===== config.mk =====
export PLATFORM = sky130hd
export DESIGN_NAME = imem_loader
export DESIGN_NICKNAME = d
export VERILOG_FILES = /design/src/rtl/imem_loader.sv
export SDC_FILE = /design/constraint.sdc
export NUM_CORES = 1
export LEC_CHECK = 0
export CAP_MARGIN = 15
export CORE_MARGIN = 10
export CORE_UTILIZATION = 40
export CTS_CLUSTER_DIAMETER = 200
export DETAILED_ROUTE_END_ITERATION = 10
export DONT_BUFFER_PORTS = 1
export PLACE_DENSITY_LB_ADDON = 0.05
export SYNTH_ARGS = -nofsm -noshare
export SYNTH_HDL_FRONTEND = slang
export SYNTH_SLANG_ARGS = --single-unit

===== constraint.sdc =====
create_clock -name CLK -period 3.6 [get_ports CLK]
set_input_delay 0.72 -clock CLK [delete_from_list [all_inputs] [get_ports CLK]]
set_output_delay 0.72 -clock CLK [all_outputs]
set_load 0.005 [all_outputs]

===== src/rtl/imem_loader.sv =====
// Instruction-memory loader: buffers words from a GPIO source and writes them to IMEM from BASE_ADDR.
// Latency is 2 edges from accept to write, at 1 word/cycle. IN_READY drops when the FIFO is full or COUNT words are in.

// Small FIFO: flush empties it in one edge, read data is shown combinationally at the head.
module imem_loader_fifo #(
    parameter int DATA_W = 32,
    parameter int DEPTH  = 4
) (
    input  logic                   CLK,
    input  logic                   RST,
    input  logic                   i_flush,
    input  logic                   i_push,
    input  logic [DATA_W-1:0]      i_push_dat,
    input  logic                   i_pop,
    output logic [DATA_W-1:0]      o_pop_dat,
    output logic [$clog2(DEPTH):0] o_cnt
);
    localparam int PW = $clog2(DEPTH);

    logic [DATA_W-1:0] r_mem [DEPTH];
    logic [PW-1:0]     r_wr_ptr;
    logic [PW-1:0]     r_rd_ptr;
    logic [PW:0]       r_cnt;

    always_ff @(posedge CLK) begin
        if (i_push && !i_flush) begin
            r_mem[r_wr_ptr] <= i_push_dat;
        end
    end

    always_ff @(posedge CLK or negedge RST) begin
        if (!RST) begin
            r_wr_ptr <= '0;
            r_rd_ptr <= '0;
            r_cnt    <= '0;
        end else if (i_flush) begin
            r_wr_ptr <= '0;
            r_rd_ptr <= '0;
            r_cnt    <= '0;
        end else begin
            if (i_push) begin
                r_wr_ptr <= r_wr_ptr + 1'b1;
            end
            if (i_pop) begin
                r_rd_ptr <= r_rd_ptr + 1'b1;
            end
            case ({i_push, i_pop})
                2'b10:   r_cnt <= r_cnt + 1'b1;
                2'b01:   r_cnt <= r_cnt - 1'b1;
                default: r_cnt <= r_cnt;
            endcase
        end
    end

    assign o_pop_dat = r_mem[r_rd_ptr];
    assign o_cnt     = r_cnt;
endmodule

module imem_loader #(
    parameter int DATA_W     = 32,
    parameter int ADDR_W     = 8,
    parameter int FIFO_DEPTH = 4
) (
    input  logic              CLK,
    input  logic              RST,
    input  logic              START,
    input  logic              ABORT,
    input  logic [ADDR_W-1:0] BASE_ADDR,
    input  logic [ADDR_W:0]   COUNT,
    input  logic              IN_VALID,
    input  logic [DATA_W-1:0] IN_DATA,
    output logic              IN_READY,
    output logic              MEM_WE,
    output logic [ADDR_W-1:0] MEM_ADDR,
    output logic [DATA_W-1:0] MEM_WDATA,
    output logic              CORE_HOLD,
    output logic              BUSY,
    output logic              DONE,
    output logic              WRAP,
    output logic [ADDR_W:0]   LOADED
);
    localparam int            CW       = $clog2(FIFO_DEPTH) + 1;
    localparam logic [CW-1:0] LP_DEPTH = CW'(FIFO_DEPTH);

    typedef enum logic [1:0] {
        S_IDLE   = 2'd0,
        S_LOAD   = 2'd1,
        S_DRAIN  = 2'd2,
        S_FINISH = 2'd3
    } state_t;

    state_t            r_state;
    state_t            w_state_nxt;
    logic [ADDR_W:0]   r_count;
    logic [ADDR_W:0]   r_acc;
    logic [ADDR_W:0]   r_loaded;
    logic [ADDR_W:0]   w_count_nxt;
    logic [ADDR_W:0]   w_acc_nxt;
    logic [ADDR_W:0]   w_loaded_nxt;
    logic [ADDR_W-1:0] r_wptr;
    logic [ADDR_W-1:0] r_mem_addr;
    logic [DATA_W-1:0] r_mem_wdata;
    logic              r_mem_we;
    logic              r_in_ready;
    logic              r_busy;
    logic              r_done;
    logic              r_wrap;

    logic              w_active;
    logic              w_abort;
    logic              w_start;
    logic              w_push;
    logic              w_pop;
    logic [CW-1:0]     w_fifo_cnt;
    logic [CW-1:0]     w_fifo_cnt_nxt;
    logic [DATA_W-1:0] w_fifo_dat;

    assign w_active = (r_state == S_LOAD) || (r_state == S_DRAIN);
    assign w_abort  = ABORT && (r_state != S_IDLE);
    assign w_start  = START && (r_state == S_IDLE);
    assign w_push   = (r_state == S_LOAD) && r_in_ready && IN_VALID && !ABORT;
    assign w_pop    = w_active && (w_fifo_cnt != '0) && !ABORT;

    imem_loader_fifo #(
        .DATA_W (DATA_W),
        .DEPTH  (FIFO_DEPTH)
    ) u_fifo (
        .CLK        (CLK),
        .RST        (RST),
        .i_flush    (w_abort),
        .i_push     (w_push),
        .i_push_dat (IN_DATA),
        .i_pop      (w_pop),
        .o_pop_dat  (w_fifo_dat),
        .o_cnt      (w_fifo_cnt)
    );

    always_comb begin
        w_count_nxt  = r_count;
        w_acc_nxt    = r_acc + (ADDR_W+1)'(w_push);
        w_loaded_nxt = r_loaded + (ADDR_W+1)'(w_pop);
        if (w_start) begin
            w_count_nxt  = COUNT;
            w_acc_nxt    = '0;
            w_loaded_nxt = '0;
        end
    end

    always_comb begin
        w_fifo_cnt_nxt = w_fifo_cnt;
        if (w_abort) begin
            w_fifo_cnt_nxt = '0;
        end else if (w_push && !w_pop) begin
            w_fifo_cnt_nxt = w_fifo_cnt + CW'(1);
        end else if (w_pop && !w_push) begin
            w_fifo_cnt_nxt = w_fifo_cnt - CW'(1);
        end
    end

    always_comb begin
        w_state_nxt = r_state;
        case (r_state)
            S_IDLE: begin
                if (START) begin
                    w_state_nxt = (COUNT == '0) ? S_FINISH : S_LOAD;
                end
            end
            S_LOAD: begin
                if (w_push && (w_acc_nxt == r_count)) begin
                    w_state_nxt = S_DRAIN;
                end
            end
            S_DRAIN: begin
                if ((w_fifo_cnt_nxt == '0) && (w_loaded_nxt == r_count)) begin
                    w_state_nxt = S_FINISH;
                end
            end
            S_FINISH: w_state_nxt = S_IDLE;
            default:  w_state_nxt = S_IDLE;
        endcase
        // Abort overrides any transition, including the FINISH exit.
        if (w_abort) begin
            w_state_nxt = S_IDLE;
        end
    end

    always_ff @(posedge CLK or negedge RST) begin
        if (!RST) begin
            r_state     <= S_IDLE;
            r_count     <= '0;
            r_acc       <= '0;
            r_loaded    <= '0;
            r_wptr      <= '0;
            r_mem_addr  <= '0;
            r_mem_wdata <= '0;
            r_mem_we    <= 1'b0;
            r_in_ready  <= 1'b0;
            r_busy      <= 1'b0;
            r_done      <= 1'b0;
            r_wrap      <= 1'b0;
        end else begin
            r_state    <= w_state_nxt;
            r_count    <= w_count_nxt;
            r_acc      <= w_acc_nxt;
            r_loaded   <= w_loaded_nxt;
            r_mem_we   <= w_pop;
            r_busy     <= (w_state_nxt != S_IDLE);
            r_done     <= (w_state_nxt == S_FINISH);
            r_in_ready <= (w_state_nxt == S_LOAD) && (w_fifo_cnt_nxt < LP_DEPTH) &&
                          (w_acc_nxt < w_count_nxt);
            if (w_start) begin
                r_wptr <= BASE_ADDR;
            end else if (w_pop) begin
                r_wptr <= r_wptr + 1'b1;
            end
            if (w_pop) begin
                r_mem_addr  <= r_wptr;
                r_mem_wdata <= w_fifo_dat;
            end
            // Address 0 reached after at least one write means the previous write hit the top.
            if (w_start) begin
                r_wrap <= 1'b0;
            end else if (w_pop && (r_wptr == '0) && (r_loaded != '0)) begin
                r_wrap <= 1'b1;
            end
        end
    end

    assign IN_READY  = r_in_ready;
    assign MEM_WE    = r_mem_we;
    assign MEM_ADDR  = r_mem_addr;
    assign MEM_WDATA = r_mem_wdata;
    assign CORE_HOLD = r_busy;
    assign BUSY      = r_busy;
    assign DONE      = r_done;
    assign WRAP      = r_wrap;
    assign LOADED    = r_loaded;
endmodule


==> flow_summary.ini, run 1 <==
[job]
cap_violations = 0

[final_layout]
fillerInstances = 2038
areaGrowthSynthToFinish_pct = 13.3
fin_nets = 752
antenna_cells = 0
drive_gt1_share_pct = 14.7
fin_area_mm2 = 0.0104

[yosys]
synthMuxAreaShare_pct = 8.82
seq_area_frac_synth_pct = 66.1
synth_enable_flop_cells = 128
synth-seq-cells = 217
synth-compound-area-share_pct = 3.85
synthXorXnorAreaFrac_pct = 3.85
synthAdderAreaFrac_pct = 3.68
synth.distinct_cells = 57
synth-main-ff-cell = edfxtp_1
synth_nets = 735
synth_cells = 654
yosysWarnings = 0
syn_area_mm2 = 0.00919
syn_area_per_cell_um2 = 14.1
synth_simple_gate_area_share_pct = 11.8
async_reset_ff_share_pct = 41.0
synth_top_family_by_area = simple AND/OR/NAND/NOR gates

[timing]
finalHoldViolations = 0
clock_skew_ns = 0.0160
relSlewSlack_pct = 37.3
min_period_over_period_pct = 89.4
clock.fmax_ghz = 0.311
worstMarginPinSlew_ns = 0.941
min_period_ns = 3.22
rsz0062_at_grt = no
fin_tns_setup_ns = 0
setup_viol = 0
slew_viol_final = 0

[global_routing]
gr-total-overflow = 0
grt_pass1_vias = 5474
grt_pass1_wl_um = 31300
grt_usage_pct = 13.8
grt_max_degree = 90
antenna_found_initial = 0

[placed_design]
gp_congestion = 0.817
dp_hpwl_um = 13000
dpl_cell_area_mm2 = 0.00956
port_buffers = 0

[setup_path]
worst_setup_path_start_kind = register
startpoint = r_state[1]$_DFF_PN0_
cp-endpoint = IN_READY$_DFF_PN0_
worstRegToRegCells = 14
slowest_delay_ns = 0.44
critPathCaptureType = register
crit_family = simple AND/OR/NAND/NOR gates
crit_chain = inv_1 > ha_1 > nand4b_1 > inv_1 > ha_1 > nand4_2 > or3_1 > a21oi_1 > ha_1 > o21ai_0 > a21oi_1 > nor3_1 > o221ai_1 > nor3b_2
critPathRequiredTime_ns = 4.04
slowest_stage = dfrtp_1
reg2reg_to = IN_READY$_DFF_PN0_
path_class = reg2reg
worst-path-buf-inv = 2
r2r-start = r_state[1]$_DFF_PN0_
crit_top_cell = ha_1
cp.depth = 14
arrival_ns = 3.66
rrSetupSlack_ns = 0.38
cp_max_fo = 9

[routing]
routedWlPerCell_um = 20.9
ant_nets = 0
first_iter_violations = 267
drc = 0
avgViaCountPerCell = 5.27
wirelength_um = 20300
firstDrtPassIters = 4
num_vias = 5127

[clock_tree]
cts_tree = yes
clock_sinks = 217
htree_levels = 1
cts.clk_slew.worst_paths_ns = 0.06
cts_root_buf = clkbuf_16
cts_buffers = 24
cts_max_path_buffers = 3
clock_latency_ns = 0.53
cts_resized = 0

[die]
die_x_um = 172
core.rowCount = 55
start_util_pct = 40.6
die_h_um = 172
dieArea_mm2 = 0.0294
core-area_mm2 = 0.0226
io_pins = 109

[pwr]
p_seq_share_pct = 46.3
ir_drop_mv = 0.395
leakage_uw = 0.00405
swShare_pct = 30.1
p_int_uw = 5310
p_sw_uw = 2290
power_density_mw_per_mm2 = 729
combPwrFrac_pct = 20.3
power_frac_clock_pct = 33.4

[outcome]
status = finished clean

[worst_hold_path]
min_path_type = in2async
-- registers in the layout, indices dropped and copies added, names as in the netlist, 2 cells and up --
signal and count:
LOADED 9, MEM_ADDR 8, MEM_WDATA 32, r_acc 9
r_count 9, r_state 2, r_wptr 8, u_fifo.o_cnt 3
u_fifo.r_mem 128, u_fifo.r_rd_ptr 2, u_fifo.r_wr_ptr 2
-- cell usage after synthesis, drive strengths merged (2+ instances only) --
library cell	instances	share of area, %
xor2	20	2.1
ha	27	3.7
nor4bb	2	0.22
mux2i	9	0.98
nand4b	3	0.29
nand3b	2	0.16
a21oi	11	0.68
and4	3	0.31
nand2	141	5.8
a31oi	2	0.14
clkbuf	14	0.57
a21boi	2	0.16
nand3	13	0.71
nor3	7	0.38
mux4	32	7.8
nand4	7	0.54
edfxtp	128	42
nor4b	2	0.35
dfrtp	89	24
inv	23	0.94
o21a	3	0.25
nor2	27	1.1
buf	9	0.46
and2	10	0.68
or3	4	0.27
nand2b	4	0.27
nor4	4	0.27
a41oi	2	0.19
a211oi	2	0.22
o31ai	2	0.16
xnor2	16	1.5
o21ai	21	1.2
-- worst min-delay path by stage --
stage | from | to | slack (ns) | depth (start not counted)
2_1_floorplan | RST | BUSY$_DFF_PN0_ | 0.42 | 0
3_3_place_gp | RST | MEM_ADDR[5]$_DFFE_PN0P_ | 0.43 | 0
3_5_place_dp | RST | MEM_ADDR[5]$_DFFE_PN0P_ | 0.43 | 0
4_1_cts | RST | MEM_WDATA[21]$_DFFE_PN0P_ | 0.13 | 1
5_1_grt | RST | MEM_WDATA[11]$_DFFE_PN0P_ | 0.12 | 1
6_report | RST | r_wptr[4]$_DFFE_PN0P_ | 0.11 | 1
-- routing by layer --
layer  share of wire (%)  routed length, um  vias to the layer above  GRT usage (%)
met2                  49               9960                      142           23.6
met4                 3.1                633                        0           4.80
li1                    -                  -                     2383              -
met3                 8.3               1690                       45           4.56
met5                   0                  0                        -              0
met1                  39               8010                     2557           15.9
-- layout make-up --
type                    instances  area (um2)  area share [%]
clock buffers                  32         651            6.25
clock inverters                11         180            1.73
inverters                      23        86.3           0.829
multi-input cells             391        2940            28.2
flip-flops and latches        217        6070            58.3
well taps                     285         357            3.42
repair buffers                 14         125            1.20
-- logic make-up (layout without fill, tap and decap cells) --
family,Yosys count,after routing
AOI/OAI and AO/OA,52,52
xor gates and xnor gates,37,37
adders and majority gates,27,27
buffers and inverters,46,80
DFF,217,217
muxes,41,41
and+or+nand+nor,234,234
-- power groups by stage --
| stage | Clock (uW) | Combinational, uW | Sequential, uW |
|---|---|---|---|
| after floorplan | 0 | 1310 | 3330 |
| after global placement | 0 | 1520 | 3590 |
| after detailed placement | 0 | 1540 | 3590 |
| after CTS | 2610 | 1580 | 3540 |
| after global routing | 2710 | 1750 | 3590 |
| final | 2530 | 1540 | 3520 |
-- through the flow --
stage	total power, uW	worst slack, ns	utilization (%)	instances	hold WS [ns]
2_1_floorplan	4630	0.522	-	654	0.424
3_3_place_gp	5110	0.365	42.2	929	0.428
3_5_place_dp	5130	0.331	42.2	929	0.428
4_1_cts	7730	0.347	46.0	973	0.126
5_1_grt	8050	0.0927	46.0	973	0.124
6_report	7600	0.383	46.0	973	0.106
-- placed cells by master (no fill, tap or decap), types with 5 or more instances in the layout --
master / n
nand2_1: 141
edfxtp_1: 128
dfrtp_1: 87
mux4_2: 32
nor2_1: 27
ha_1: 27
clkbuf_16: 24
inv_1: 22
o21ai_0: 19
xor2_1: 18
xnor2_1: 16
nand3_1: 13
buf_4: 13
mux2i_1: 9
a21oi_1: 9
nor3_1: 7
nand4_1: 6
clkbuf_1: 6
and2_1: 5
-- timing repair --
item,in CTS,in global routing
setup buffers,0,0
endpoints found under the setup margin,0,0
endpoints found under the hold margin,89,0
hold buffers,1,0
No activity file was read; power rests on OpenSTA's default activity.
==> run 2, diff against run 1 <==
==> constraint.sdc (replaced) <==
create_clock -name CLK -period 2.7 [get_ports CLK]
set_input_delay 0.54 -clock CLK [delete_from_list [all_inputs] [get_ports CLK]]
set_output_delay 0.54 -clock CLK [all_outputs]
set_load 0.005 [all_outputs]
==> run 2 against run 1 <==
The run now ends with setup timing left. Sequential share of layout area fell by 2.9 points. Flip-flop and latch count did not move. Combinational power rose by 62%. Routed wire length rose by 3.9%. Critical path depth rose by 1. First-iteration DRC count rose by 12%. Non-clock buffer count rose by 34. Clock power rose by 33%. Die area did not move. Cell area rose by 5.2%. Total power rose by 38%. Via count rose by 3.0%. Critical endpoint unchanged.
==> flow_summary.ini, run 2 (synthesized netlist as in run 1, its figures left out) <==
[timing]
rsz0062_at_grt = yes
clock_skew_ns = 0.0164
fin_tns_setup_ns = -0.114
relSlewSlack_pct = 49.2
finalHoldViolations = 0
min_period_over_period_pct = 103
clock.fmax_ghz = 0.361
slew_viol_final = 0
min_period_ns = 2.77
setup_slack_ns = -0.0686
setup_viol = 4
worstMarginPinSlew_ns = 0.760

[placed_design]
dp_cells = 953
gp_congestion = 0.858
preCtsSetupSlack_ns = -0.273
dp_hpwl_um = 13100
port_buffers = 0

[setup_path]
crit_chain = inv_1 > ha_4 > nand3b_1 > inv_2 > buf_4 > buf_6 > ha_4 > nand2_1 > o21ai_2 > xnor2_2 > a21oi_2 > nor4_2 > and4_4 > a211oi_4 > nor3b_2
critPathCaptureType = register
crit_family = simple AND/OR/NAND/NOR gates
critPathRequiredTime_ns = 3.15
slowest_stage = dfrtp_1
worst-path-buf-inv = 4
rrSetupSlack_ns = -0.07
path_class = reg2reg
cp_max_fo = 6
crit_top_cell = ha_4
reg2reg_to = IN_READY$_DFF_PN0_
slowest_delay_ns = 0.41
worstRegToRegCells = 15
worst_setup_path_start_kind = register
r2r-start = r_state[0]$_DFF_PN0_
arrival_ns = 3.22

[die]
start_util_pct = 40.6
io_pins = 109
die_x_um = 172
core.rowCount = 55
die_h_um = 172
core-area_mm2 = 0.0226
dieArea_mm2 = 0.0294

[pwr]
combPwrFrac_pct = 23.8
p_seq_share_pct = 44.0
leakage_uw = 0.00425
power_density_mw_per_mm2 = 957
power_frac_clock_pct = 32.2
p_int_uw = 7270
p_sw_uw = 3220
swShare_pct = 30.7
ir_drop_mv = 0.682

[worst_hold_path]
min_path_type = in2reg
hp-start = IN_DATA[17]
whs_path_depth = 0
holdPathEnd = u_fifo.r_mem[0][17]$_DFFE_PP_

[clock_tree]
cts_root_buf = clkbuf_16
htree_levels = 1
cts_tree = yes
cts_buffers = 25
cts.clk_slew.worst_paths_ns = 0.06
cts_max_path_buffers = 3
clock_sinks = 217
clock_latency_ns = 0.53

[final_layout]
final_common_cell = nand2_1
fin_nets = 787
antenna_cells = 0
drive_gt1_share_pct = 22.9
final_cells = 1010
layout_common_cells = 141 x nand2_1, 128 x edfxtp_1, 87 x dfrtp_1
post-route-util_pct = 48.4
areaGrowthSynthToFinish_pct = 19.3
largest_register = u_fifo.r_mem
fillerInstances = 1999
largest_reg_flops = 128

[routing]
firstDrtPassIters = 4
drc = 0
routedWlPerCell_um = 20.9
ant_nets = 0
wirelength_um = 21100
first_iter_violations = 299
num_vias = 5279
avgViaCountPerCell = 5.23

[global_routing]
grt_pass1_wl_um = 33100
grt_pass1_vias = 5708
antenna_found_initial = 0
gr-total-overflow = 0
grt_usage_pct = 14.6
grt_max_degree = 90

[outcome]
violations = setup timing
status = finished with violations

[job]
cap_violations = 0
-- run 2: cell types whose count changed in the layout (fill, tap and decap cells not counted), sizes merged --
cell / change
buf: +33
clkinv: +1
inv: +1
clkinvlp: -1
bufinv: -1
clkbuf: +3
dlygate4sd3: +1
-- run 2: what timing repair did --
item	4_1_cts	5_1_grt
setup buffers	8	1
gates resized for setup	34	8
hold endpoints to repair	89	0
hold buffers	2	0
pin swaps	31	8
gates cloned	0	0
setup endpoints to repair	4	5
-- run 2: power groups by stage --
stage	logic (uW)	clock network [uW]	registers, uW
2_1_floorplan	1790	0	4440
3_5_place_dp	2330	0	4700
6_report	2490	3370	4620
4_1_cts	2490	3470	4650
3_3_place_gp	2300	0	4700
5_1_grt	2830	3600	4720
-- run 2: area by class of cell --
class                   instances  area, um2  area share (%)
clock buffers                  35        683            6.23
inverters                      23       86.3           0.788
clock inverters                11        136            1.24
multi-input cells             391       3180            29.0
flip-flops and latches        217       6070            55.4
well taps                     285        357            3.25
repair buffers                 48        444            4.05
-- run 2: worst max path at each step --
stage	from	end	slack (ns)	cells past startpoint
finish	r_state[0]$_DFF_PN0_	IN_READY$_DFF_PN0_	-0.07	15
detailed placement	r_state[1]$_DFF_PN0_	IN_READY$_DFF_PN0_	-0.27	15
global placement	r_state[1]$_DFF_PN0_	BUSY$_DFF_PN0_	-0.24	15
floorplan	r_state[1]$_DFF_PN0_	IN_READY$_DFF_PN0_	-0.01	13
global route	r_state[0]$_DFF_PN0_	IN_READY$_DFF_PN0_	-0.26	15
CTS	r_state[1]$_DFF_PN0_	IN_READY$_DFF_PN0_	-0.08	16
-- run 2: per-stage QoR --
stage | cell area (um2) | total power [uW] | hold slack, ns
final | 11000 | 10500 | 0.100
after global routing | 11000 | 11100 | 0.0743
after CTS | 10900 | 10600 | 0.0775
after detailed placement | 9820 | 7040 | 0.248
after global placement | 9820 | 6990 | 0.248
after floorplan | 9250 | 6230 | 0.244
-- run 2: worst register-to-register path, delay by kind of cell, from the launching register on --
kind            cells  cell delay [ns]
fa+ha+maj           2             0.42
flops               1             0.41
xor+xnor            1             0.14
buf+inv             4             0.47
simple gates        5             0.90
compound gates      3             0.33
-- run 2: metal layers --
metal  vias to the layer above  GRT usage (%)  part of all wire (%)
li1                       2456              -                     -
met1                      2665           17.7                    40
met2                       124           24.1                    49
met3                        34           5.13                   8.4
met4                         0           4.01                   2.3
met5                         -              0                     0
==> run 3, diff against run 2 <==
==> constraint.sdc (replaced) <==
create_clock -name CLK -period 2.2 [get_ports CLK]
set_input_delay 0.44 -clock CLK [delete_from_list [all_inputs] [get_ports CLK]]
set_output_delay 0.44 -clock CLK [all_outputs]
set_load 0.005 [all_outputs]
==> run 3 against run 2 <==
The run ends with hold timing, setup timing left. Global-route usage barely moved. Non-clock buffer count rose by 63. Routed wire length barely moved. Maximum frequency fell by 0.54%. Register-to-register slack got worse by 0.51 ns. Clock skew fell by 0.0040 ns. Critical path depth fell by 1. Flip-flop and latch count did not move. Critical path type unchanged.
==> flow_summary.ini, run 3 (synthesized netlist as in run 1, its figures left out) <==
[routing]
ant_nets = 0
firstDrtPassIters = 4
drc = 0
avgViaCountPerCell = 5.11
wirelength_um = 21100
num_vias = 5470
routedWlPerCell_um = 19.7
first_iter_violations = 365

[pwr]
power_density_mw_per_mm2 = 1110
ir_drop_mv = 0.587
p_total_uw = 12600
leakage_uw = 0.00449

[die]
io_pins = 109
core.rowCount = 55
core-area_mm2 = 0.0226
die_x_um = 172
start_util_pct = 40.6
die_h_um = 172
dieArea_mm2 = 0.0294

[final_layout]
areaGrowthSynthToFinish_pct = 24.4
final_common_cell = nand2_1
largest_reg_flops = 128
antenna_cells = 0
drive_gt1_share_pct = 24.1
largest_register = u_fifo.r_mem
fin_nets = 849
layout_common_cells = 141 x nand2_1, 128 x edfxtp_1, 87 x dfrtp_1

[setup_path]
cp_max_fo = 4
path_class = reg2reg
worst_setup_path_start_kind = register
crit_chain = inv_2 > ha_4 > nand4b_1 > inv_2 > ha_4 > nand4_4 > or3_4 > a21o_1 > a21oi_4 > o21ai_4 > nor4b_4 > o41ai_4 > buf_4 > inv_2
arrival_ns = 3.19
slowest_delay_ns = 0.40
critPathCaptureType = register
crit_top_cell = inv_2
critPathRequiredTime_ns = 2.61
slowest_stage = or3_4

[timing]
min_period_over_period_pct = 127
clock.fmax_ghz = 0.359
min_period_ns = 2.78
setup_slack_ns = -0.584
finalHoldViolations = 89
setup_viol = 5
clock_skew_ns = 0.0124
slew_viol_final = 0
relSlewSlack_pct = 62.8
whs_ns = -0.378
worstMarginPinSlew_ns = 0.557
rsz0062_at_grt = yes

[placed_design]
gp_congestion = 0.869
dp_hpwl_um = 13900
port_buffers = 0

[global_routing]
gr-total-overflow = 0
grtUsageMet1_pct = 17.8
busiest_layer = met2
grt_use_met2_pct = 25.1
grt_max_degree = 90
grt_usage_pct = 14.6
grt_pass1_vias = 5902
antenna_found_initial = 0
met3_usage_pct = 4.06
grt_pass1_wl_um = 33600

[clock_tree]
clock_sinks = 217
clock_latency_ns = 0.51
cts.clk_slew.worst_paths_ns = 0.06
cts_buffers = 24
htree_levels = 1
cts_root_buf = clkbuf_16
cts_max_path_buffers = 3
cts_tree = yes

[worst_hold_path]
min_path_type = in2async

[outcome]
violations = hold timing, setup timing
status = finished with violations

[job]
cap_violations = 0
==> run 3: cell count changes in the layout (fill, tap and decap cells not counted), sizes merged <==
cell	delta
buf	+32
bufinv	-3
clkbuf	-1
clkinv	+1
clkinvlp	+1
dlygate4sd3	+31
inv	-1
==> run 3: per-layer routing <==
metal | vias up | share of wire [%]
met4 | 0 | 1.6
met5 | - | 0
li1 | 2577 | -
met3 | 25 | 6.8
met2 | 119 | 50
met1 | 2749 | 42
==> run 3: layout make-up <==
cell class / count / area [um2]
multi-input cells: 391 / 3140
inverters: 23 / 86.3
well taps: 285 / 357
clock inverters: 9 / 55.1
repair buffers: 111 / 1060
flip-flops and latches: 217 / 6070
fillers: 1983 / 11200
clock buffers: 34 / 658
==> run 3: through the flow <==
stage / utilization [%] / TNS [ns] / instances / cell area [um2] / worst slack, ns
3_5_place_dp: 45.1 / -2.87 / 989 / 10200 / -0.630
2_1_floorplan: - / -2.22 / 654 / 9310 / -0.491
4_1_cts: 49.6 / -2.83 / 1057 / 11200 / -0.590
3_3_place_gp: 45.1 / -2.68 / 989 / 10200 / -0.563
6_report: 50.5 / -2.72 / 1070 / 11400 / -0.584
5_1_grt: 50.5 / -3.53 / 1070 / 11400 / -0.730
==> run 3: where the power goes <==
| part | leakage (uW) | internal, uW | switching, uW |
|---|---|---|---|
| clock | 0.000347 | 2080 | 1550 |
| combinational | 0.00185 | 1730 | 1700 |
| sequential | 0.00229 | 4940 | 621 |
| total | 0.00449 | 8760 | 3880 |
==> run 3: critical path: cells and delay by family (launching register included) <==
| kind | cells | cell delay [ns] |
|---|---|---|
| adders and majority gates | 2 | 0.30 |
| AOI/OAI and AO/OA | 4 | 0.75 |
| DFF | 1 | 0.39 |
| buffers and inverters | 4 | 0.44 |
| and+or+nand+nor | 4 | 0.79 |
==> run 3: final timing paths <==
check	start	end	slack, ns	cells past startpoint
setup / recovery	r_state[1]$_DFF_PN0_	r_state[1]$_DFF_PN0_	-0.58	14
hold / removal	RST	MEM_WDATA[29]$_DFFE_PN0P_	-0.38	0
setup reg to reg	r_state[1]$_DFF_PN0_	r_state[1]$_DFF_PN0_	-0.58	14
hold reg to reg	MEM_ADDR[5]$_DFFE_PN0P_	MEM_ADDR[5]$_DFFE_PN0P_	0.50	2
max in group asynchronous	RST	r_count[6]$_DFF_PN0_	2.46	0
min in group CLK	IN_DATA[31]	u_fifo.r_mem[1][31]$_DFFE_PP_	0.03	0
==> run 3: repair_timing <==
action                                  CTS  global route
resized for setup                        14            18
endpoints found under the setup margin    6             8
endpoints found under the hold margin   176           118
hold buffers                             23             9
pin swaps                                 7            11
buffers inserted                          3             4
